**config.mk**
```make
export PLATFORM = sky130hd
export DESIGN_NAME = cp0_exc_ctrl
export DESIGN_NICKNAME = d
export VERILOG_FILES = /design/src/rtl/cp0_exc_ctrl.sv
export SDC_FILE = /design/constraint.sdc
export NUM_CORES = 1
export LEC_CHECK = 0
export ABC_CLOCK_PERIOD_IN_PS = 2450
export CELL_PAD_IN_SITES_DETAIL_PLACEMENT = 1
export CELL_PAD_IN_SITES_GLOBAL_PLACEMENT = 1
export CORE_MARGIN = 1.5
export CORE_UTILIZATION = 27
export DETAILED_ROUTE_END_ITERATION = 8
export PLACE_DENSITY_LB_ADDON = 0.1
export SKIP_CTS_REPAIR_TIMING = 1
export SYNTH_ARGS = -nofsm -noshare
export SYNTH_HDL_FRONTEND = slang
export SYNTH_SLANG_ARGS = --single-unit
```
**constraint.sdc**
```tcl
create_clock -name clk -period 2.45 [get_ports clk]
set_clock_uncertainty 0.05 [all_clocks]
set_input_delay 0.245 -clock clk [delete_from_list [all_inputs] [get_ports clk]]
set_output_delay 0.245 -clock clk [all_outputs]
set_load 0.02 [all_outputs]
```
**src/rtl/cp0_exc_ctrl.sv**
```systemverilog
// CP0 register file and exception/interrupt sequencer.
// Decides traps in M, latches SR/Cause/EPC, drives handler redirect.
module cp0_exc_ctrl #(
    parameter logic [31:0] HANDLER_PC = 32'h0000_4180,
    parameter logic [31:0] PRID       = 32'h2018_1206
) (
    input  logic        clk,
    input  logic        reset_n,
    input  logic [31:0] PC_M,
    input  logic        BD_M,
    input  logic        Exc_M,
    input  logic [4:0]  ExcCode_M,
    input  logic [5:0]  HWInt,
    input  logic        eret_M,
    input  logic        CP0WE,
    input  logic [4:0]  CP0Addr,
    input  logic [31:0] CP0WD,
    output logic [31:0] CP0RD,
    output logic        ExcReq,
    output logic [31:0] NPC_Exc,
    output logic [31:0] EPC_out,
    output logic        EXL
);

    typedef enum logic {
        RUN     = 1'b0,
        HANDLER = 1'b1
    } state_t;

    state_t      r_state;
    state_t      w_state_nxt;
    logic [5:0]  r_im;
    logic        r_ie;
    logic        r_bd;
    logic [5:0]  r_ip;
    logic [4:0]  r_code;
    logic [31:0] r_epc;

    logic        w_exl;
    logic        w_int_req;
    logic        w_mtc0;
    logic [31:0] w_pc_base;
    logic [31:0] w_trap_epc;
    logic        w_unused;

    assign w_exl      = (r_state == HANDLER);
    assign w_int_req  = (|(HWInt & r_im)) & r_ie & ~w_exl;
    assign ExcReq     = w_int_req | Exc_M;
    assign w_mtc0     = CP0WE & ~ExcReq;
    assign w_pc_base  = {PC_M[31:2], 2'b00};
    assign w_trap_epc = BD_M ? (w_pc_base - 32'd4) : w_pc_base;
    assign w_unused   = ^PC_M[1:0];

    assign EXL     = w_exl;
    assign EPC_out = r_epc;
    assign NPC_Exc = ExcReq ? HANDLER_PC : r_epc;

    // Handler-mode state register (this is SR.EXL)
    always_ff @(posedge clk or negedge reset_n) begin
        if (!reset_n) begin
            r_state <= RUN;
        end else begin
            r_state <= w_state_nxt;
        end
    end

    // Next state: trap enters, eret leaves, mtc0 SR may set EXL directly
    always_comb begin
        w_state_nxt = r_state;
        if (ExcReq) begin
            w_state_nxt = HANDLER;
        end else if (eret_M) begin
            w_state_nxt = RUN;
        end else if (w_mtc0 && (CP0Addr == 5'd12)) begin
            w_state_nxt = CP0WD[1] ? HANDLER : RUN;
        end
    end

    // SR/Cause/EPC updates; a trap cancels any mtc0 in M
    always_ff @(posedge clk or negedge reset_n) begin
        if (!reset_n) begin
            r_im   <= 6'd0;
            r_ie   <= 1'b0;
            r_bd   <= 1'b0;
            r_ip   <= 6'd0;
            r_code <= 5'd0;
            r_epc  <= 32'd0;
        end else begin
            r_ip <= HWInt;
            if (ExcReq) begin
                r_code <= w_int_req ? 5'd0 : ExcCode_M;
                if (!w_exl) begin
                    r_bd  <= BD_M;
                    r_epc <= w_trap_epc;
                end
            end else if (w_mtc0) begin
                case (CP0Addr)
                    5'd12: begin
                        r_im <= CP0WD[15:10];
                        r_ie <= CP0WD[0];
                    end
                    5'd14: r_epc <= {CP0WD[31:2], 2'b00};
                    default: ;
                endcase
            end
        end
    end

    // mfc0 read mux; unimplemented bits and registers read as zero
    always_comb begin
        CP0RD = 32'd0;
        case (CP0Addr)
            5'd12: CP0RD = {16'd0, r_im, 8'd0, w_exl, r_ie};
            5'd13: CP0RD = {r_bd, 15'd0, r_ip, 3'd0, r_code, 2'b00};
            5'd14: CP0RD = r_epc;
            5'd15: CP0RD = PRID;
            default: CP0RD = 32'd0;
        endcase
    end

endmodule

```
# Word level (Yosys, flattened, before mapping)
# Index checks and enable logic that the tools add are counted.
totals:
  input_bits: 86
  word_cells: 40
  reg_bits: 52
  output_inout_bits: 98
classes:
  eq_ne: 5
  add_sub_neg: 1
  mux: 12
  n_bitwise: 7
  reduce_logical: 8
ops:
  columns: ["cell", "count"]
  rows:
  - ["32-bit two-way mux", 6]
  - ["32-bit case mux with 4 select lines", 1]
  - ["32-bit by 3-bit subtractor with 32-bit output, second input constant", 1]
  - ["5-bit by 4-bit equality test with 1-bit output, second input constant", 4]
  - ["6-bit AND", 1]
  - ["3-bit AND reduction", 2]
  - ["6-bit OR reduction", 1]
  - ["5-bit two-way mux", 1]
  - ["1-bit two-way mux", 4]
  - ["2-bit nonzero test", 2]
  - ["1-bit AND", 3]
  - ["3-bit nonzero test", 1]
  - ["2-bit inequality test, second input constant", 1]
  - ["1-bit inverter", 2]
  - ["2-bit AND reduction", 1]
  - ["1-bit logical AND", 1]
  - ["1-bit OR", 1]

# Logic depth before layout (Yosys ltp)
# Gate-level depths: netlist (run 1).
logic_depth:
  word_depth: 11
  ltp_mapped: 8
  ltp_nobuf: 7

# Worst setup path before layout (run 1)
# OpenSTA, ideal clock, no wires.
synth_timing:
  kind: "input to register"
  start: "input port BD_M"
  end: "register r_epc[25], in the netlist EPC_out[25]"
  t_arrival_ns: 2.068
  setup_ns: 0.065
  stages: 7
  path_slack_ns: 0.267
  n_path_buf: 2
  t_required_ns: 2.335
  cell_sequence: "buf_4 or4b_4 or2_1 clkbuf_2 or4_1 a311o_1 nand2_1"
synth_via:
  elab_chain_cells: 3
synth_rtl:
  columns: ["item", "line_no", "text"]
  rows:
  - ["start: declaration", "10", "input logic BD_M,"]
  - ["32-bit two-way mux", "51", "assign w_trap_epc = BD_M ? (w_pc_base - 32'd4) : w_pc_base;"]
  - ["32-bit two-way mux", "92", "if (!w_exl) begin"]
  - ["32-bit two-way mux", "90", "if (ExcReq) begin"]
  - ["end signal: assignment", "94", "r_epc <= w_trap_epc;"]
  - ["end signal: assignment", "102", "5'd14: r_epc <= {CP0WD[31:2], 2'b00};"]
  - ["end: declaration", "37", "logic [31:0] r_epc;"]
# Every way passes these cells. The select of a mux whose other input is x is not followed.
# A chain may end at the register's enable or synchronous reset.

# Worst setup path in the final report (run 1)
layout_timing:
  start: "input port CP0Addr[0]"
  end: "output port CP0RD[8]"
layout_via:
  elab_chain_cells: 2
  elab_cells_between_ends: 5
  classes_between: "eq/ne: 4; mux: 1"
layout_rtl:
  columns: ["item", "line_no", "text"]
  rows:
  - ["start: declaration", "16", "input logic [4:0] CP0Addr,"]
  - ["5-bit by 4-bit equality test with 1-bit output", "112", "case (CP0Addr)"]
  - ["32-bit case mux with 4 select lines *", "112", null]
  - ["end: declaration", "18", "output logic [31:0] CP0RD,"]
# Mark *: on every way between the ends. The rest lies on a longest branch, timed or not.

==> reports/qor.yml, run 1 <==
end_kind: "primary output"
dieArea_um2: 13250
insertion_delay_ns: 0.29
cts_buffers: 5
ir_worst_vdd_uv: 247.7
reg2regPathDepth: 10
critPathRequiredTime_ns: 2.15
clk_pin_slew_ns: 0.06
cap_viol_max_count: 0
final_cells: 802
cts_tree: "done"
wl_met1_um: 6379
numPortBuffers: 177
r2r-start: "r_im[4]$_DFFE_PN0P_"
synth-edff-count: 0
n_fill_cell: 1430
synthCells: 410
ys_ff_latch: 50
seq_area_um2: 1251
antenna_found_initial: 0
ys_seq_area_frac: 0.3687
avgSynthCellArea_um2: 8.276
fin_nets: 720
synthArstFlopShare: 1.000
clock_sinks: 50
drive_above_1_share: 0.1404
cp-start-kind: "primary input"
cts_buffer_depth: 2
drv_slew: 0
worstSetupPathType: "primary input to primary output"
syn_area_um2: 3393
hold_violations: 0
io_pins: 184
globalRouteOverflowTotal: 0
drt_iter0_drc: 161
rsz0062_at_grt: "false"
met2_length_um: 6611
hpwlAfterDp_um: 11320
power_leakage_uw: 0.002841
drcViolationCount: 0
synth_area_leader_cell: "dfrtp_1"
period_share: 0.9714
diodes: 0
dp_cells: 793
min_period_ns: 2.380
die_h_um: 115.1
ant_nets: 0
grtUsageTotal: 0.2060
htreeDepth: 2
syn_to_final_growth_pct: 78.58
yosysMostFrequentCell: "dfrtp_1"
die_x_um: 115.1
finalSetupViolCount: 0
status: "complete, no violations"
r2r-end: "r_im[0]$_DFFE_PN0P_"
top_layer_used: "met4"
power.density_nw_per_um2: 507.3
totalWireLength_um: 13740
yosysUniqueCellTypes: 53
crit_arrival_ns: 2.08
coreArea_um2: 12110
gp_congestion: 0.7987
yosys_warnings: 0
finalSetupTns_ns: 0
fin_hold_ws_ns: 0.3767
grt_pass1_vias: 3919
crit_fanout: 16
grt_max_degree: 31
hold_path.class: "primary input to register"
startpoint: "CP0Addr[0]"
wl_per_cell_um: 17.14
grt_pass1_wl_um: 21020
vias: 3878
vias_per_cell: 4.835
r2r_slack_ns: 0.21
yosysTopAreaCellShare: 0.3687
total_power_uw: 3074
timing.fmax_mhz: 420.2
synthTopCellsByCount: "dfrtp_1, nor2_1, and2_1"
synth-main-ff-cell: "dfrtp_1"
synthTopCellsByArea: "dfrtp_1, and2_1, o21ai_0"
cp-endpoint: "CP0RD[8]"
row_count: 40
start_util: 0.2802
cts_root_buffer: "clkbuf_16"
first_pass_iters: 4
met3_length_um: 540
multi_input_area_um2: 2032
[registers in the layout, indices dropped and copies added (netlist names)]
name / flops
EXL: 1
r_bd: 1
r_ie: 1
EPC_out: 30
r_code: 5
r_im: 6
r_ip: 6
[stage by stage]
stage          area, um2  setup WS, ns  utilization
2_1_floorplan       3405        0.2672            -
3_3_place_gp        5819       -0.1705       0.4805
3_5_place_dp        5819       -0.2080       0.4805
4_1_cts             5967       -0.2412       0.4927
5_1_grt             6060       0.01548       0.5003
6_report            6060       0.07008       0.5003
[worst min path at each step]
| stage | startpoint | cells after the start | slack (ns) | end |
|---|---|---|---|---|
| global placement | reset_n | 2 | 0.21 | EPC_out[3]$_DFFE_PN0P_ |
| global route | HWInt[5] | 1 | 0.39 | r_ip[5]$_DFF_PN0_ |
| floorplan | reset_n | 0 | -0.10 | EPC_out[10]$_DFFE_PN0P_ |
| CTS | reset_n | 2 | -0.10 | EPC_out[30]$_DFFE_PN0P_ |
| finish | HWInt[4] | 1 | 0.38 | r_ip[4]$_DFF_PN0_ |
| detailed placement | reset_n | 2 | 0.21 | EPC_out[3]$_DFFE_PN0P_ |
[layer usage]
layer | global-route usage | vias up
li1 | - | 1902
met1 | 0.2767 | 1854
met2 | 0.3583 | 110
met3 | 0.01950 | 12
met4 | 0.04938 | 0
met5 | 0 | -
[cells in the final DEF, fill, tap and decap left out, drive strengths merged, types with 5 or more instances in the layout]
cell / instances
clkdlybuf4s50: 144
buf: 65
dfrtp: 50
nor2: 46
and2: 41
o21ai: 41
nand2: 38
dlymetal6s2s: 32
nor3: 26
mux2i: 17
xnor2: 10
nor4: 10
a22oi: 8
mux2: 8
a21oi: 7
or3: 7
clkbuf: 7
o31a: 6
nand4: 5
inv: 5
nor2b: 5
[critical path, stage by stage]
cell	delay, ns
clkdlybuf4s50_1	0.48
nor2b_1	0.18
nor2b_2	0.24
buf_12	0.18
and2_1	0.14
clkdlybuf4s50_1	0.61
[where the power goes]
group,internal (uW),switching (uW),total (uW)
Sequential,967,155,1120
Clock,405,293,698
Combinational,644,610,1250
[kinds of logic after synthesis]
family,count (synthesis),synth area share
and+or+nand+nor,196,0.2994
AOI/OAI and AO/OA,89,0.1704
DFF,50,0.3687
buffers and inverters,34,0.04388
muxes,25,0.07670
xor gates and xnor gates,14,0.03613
adders and majority gates,1,0.003687
other,1,0.001105
[area by class of cell]
class,count,share of cell area
Multi-Input combinational cell,329,0.3353
Clock buffer,7,0.02354
Inverter,5,0.003097
Sequential cell,50,0.2065
Clock inverter,1,0.0008259
Tap cell,168,0.03469
Timing Repair Buffer,242,0.3960
(Power assumes the default switching activity.)
==> inputs of run 2 (changes only) <==
--- a/config.mk
+++ b/config.mk
@@ -6,5 +6,7 @@
 export NUM_CORES = 1
 export LEC_CHECK = 0
+export ABC_AREA = 1
 export ABC_CLOCK_PERIOD_IN_PS = 2450
+export CAP_MARGIN = 20
 export CELL_PAD_IN_SITES_DETAIL_PLACEMENT = 1
 export CELL_PAD_IN_SITES_GLOBAL_PLACEMENT = 1
==> constraint.sdc (replaced) <==
create_clock -name clk -period 2.45 [get_ports clk]
set_clock_uncertainty 0.05 [all_clocks]
set_input_delay 0.49 -clock clk [delete_from_list [all_inputs] [get_ports clk]]
set_output_delay 0.49 -clock clk [all_outputs]
set_load 0.02 [all_outputs]
==> run 2 against run 1 <==
The flow now finishes with violations (setup timing). Design area rose by 4.9%. Sequential share of layout area fell by 0.96 points. Sequential power barely moved. Clock power rose by 20%. Critical endpoint is now CP0RD[12]. Largest cell class unchanged.
==> reports/qor.yml, run 2 <==
status: "finished, violations left"
violations: "setup timing"
fin_nets: 912
slowest_delay_ns: 0.51
cts_root_buffer: "clkbuf_16"
slew_headroom: 0.5427
io_pins: 184
globalRouteOverflowTotal: 0
cts_buffers: 5
hold_violations: 0
diodes: 0
end_kind: "primary output"
synthTopCellsByCount: "nand2_1, nor2_1, inv_1"
synthTopCellsByArea: "dfrtp_1, nand2_1, nor2_1"
finalSetupViolCount: 5
first_pass_iters: 6
synth-main-ff-cell: "dfrtp_1"
crit_arrival_ns: 1.95
ant_nets: 0
critPathTopFamily: "buffers and inverters"
syn_to_final_growth_pct: 68.20
totalWireLength_um: 16850
crit_chain: "clkdlybuf4s50_1 > inv_1 > nor2_4 > nand2_2 > buf_6 > clkbuf_16 > o2111ai_1 > buf_4"
crit_path_top_delay_cell: "clkdlybuf4s50_1"
startpoint: "CP0Addr[1]"
yosysTopAreaCellShare: 0.3312
drt_iter0_drc: 182
wl_per_cell_um: 16.75
largest_reg_flops: 30
yosysUniqueCellTypes: 32
syn_area_um2: 3777
timing.fmax_mhz: 401.0
cts_tree: "done"
cts_buffer_depth: 2
tightest_slew_ns: 0.6859
yosysMostFrequentCell: "nand2_1"
r2r-end: "EPC_out[2]$_DFFE_PN0P_"
power_leakage_uw: 0.003592
hpwlAfterDp_um: 13190
n_fill_cell: 1836
avgSynthCellArea_um2: 6.102
hold_path.class: "primary input to asynchronous set/reset pin"
numPortBuffers: 177
start_util: 0.2743
grtUsageTotal: 0.2210
ir_worst_vdd_uv: 287.8
vias: 4698
cp-start-kind: "primary input"
final_cell_mix: "nand2_1, clkdlybuf4s50_1, nor2_1, inv_1, dfrtp_1"
synth_area_leader_cell: "dfrtp_1"
insertion_delay_ns: 0.31
worst_slack_ns: -0.04359
worstSetupPathType: "primary input to primary output"
drcViolationCount: 0
htreeDepth: 2
synthArstFlopShare: 1.000
grt_max_degree: 51
crit_fanout: 6
vias_per_cell: 4.670
row_count: 43
gp_congestion: 0.8342
reg2regPathDepth: 12
drv_slew: 0
power.density_nw_per_um2: 540.9
grt_pass1_wl_um: 25030
r2r_slack_ns: 0.37
cap_viol_max_count: 0
ys_ff_latch: 50
antenna_found_initial: 0
period_share: 1.018
final_common_cell: "nand2_1"
r2r-start: "r_im[0]$_DFFE_PN0P_"
rsz0062_at_grt: "true"
ys_seq_area_frac: 0.3312
path_buf_inv: 5
synth-edff-count: 0
dieArea_um2: 14710
place_ws_ns: -0.5060
die_h_um: 121.3
yosys_warnings: 0
drive_above_1_share: 0.1283
min_period_ns: 2.494
coreArea_um2: 13770
die_x_um: 121.3
grt_pass1_vias: 4855
clk_pin_slew_ns: 0.07
clock_sinks: 50
critPathRequiredTime_ns: 1.91
synthCells: 619
finalSetupTns_ns: -0.1625
-- run 2: changes by cell type after synthesis, moves of 10 or more --
| cell | delta |
|---|---|
| and2_1 | -38 |
| clkbuf_1 | -19 |
| inv_1 | +82 |
| mux2i_1 | -17 |
| nand2_1 | +169 |
| nand3_1 | +47 |
| nor2_1 | +59 |
| nor3_1 | -24 |
| xnor2_1 | -10 |
-- run 2: routing by layer --
metal	track usage	wire length, um
met5	0	0
met4	0.04926	300
met3	0.03571	682
met2	0.3951	8325
met1	0.2780	7544
-- run 2: worst register-to-register path, cell delays in order (launching register included) --
cell and delay, ns:
dfrtp_1 0.38, nand2_1 0.08, nand2_1 0.08, nor2_2 0.15, nand2_2 0.10, nand2_4 0.12
nand2_8 0.11, buf_12 0.17, buf_4 0.25, o21ai_0 0.24, nand2_1 0.10, nand2_1 0.08
o21ai_1 0.06
-- run 2: area by class of cell --
type / instances / area (um2) / area share
inverters: 87 / 326.6 / 0.05140
multi-input cells: 461 / 2133 / 0.3358
clock inverters: 3 / 43.79 / 0.006892
flip-flops and latches: 50 / 1251 / 0.1969
clock buffers: 5 / 125.1 / 0.01969
repair buffers: 220 / 2248 / 0.3539
well taps: 180 / 225.2 / 0.03545
-- run 2: worst max-delay path by stage --
stage             endpoint  slack [ns]  depth (start not counted)
6_report         CP0RD[12]       -0.04                          8
5_1_grt           CP0RD[2]       -0.11                          8
4_1_cts        NPC_Exc[27]       -0.54                         10
3_5_place_dp     CP0RD[10]       -0.51                          6
3_3_place_gp     CP0RD[15]       -0.44                          8
2_1_floorplan  NPC_Exc[22]        0.24                         10
-- run 2: cells by family after synthesis --
family / synth area share
DFF: 0.3312
and+or+nand+nor: 0.4227
xor gates and xnor gates: 0.009274
buffers and inverters: 0.1325
AOI/OAI and AO/OA: 0.1000
adders and majority gates: 0.003312
other: 0.0009928
-- run 2: through the flow --
| step | instances | hold WS (ns) | util | area (um2) | total power [uW] |
|---|---|---|---|---|---|
| 2_1_floorplan | 622 | 0.1444 | - | 3789 | 1794 |
| 3_3_place_gp | 992 | 0.4467 | 0.4345 | 5984 | 2551 |
| 3_5_place_dp | 992 | 0.4520 | 0.4345 | 5984 | 2587 |
| 4_1_cts | 1000 | 0.2835 | 0.4468 | 6153 | 3439 |
| 5_1_grt | 1006 | 0.2712 | 0.4613 | 6354 | 3637 |
| 6_report | 1006 | 0.2507 | 0.4613 | 6354 | 3437 |
-- run 2: where the power goes --
group	switching (uW)	internal, uW
clock network	352	485
logic	855	658
registers	105	982
total	1310	2130
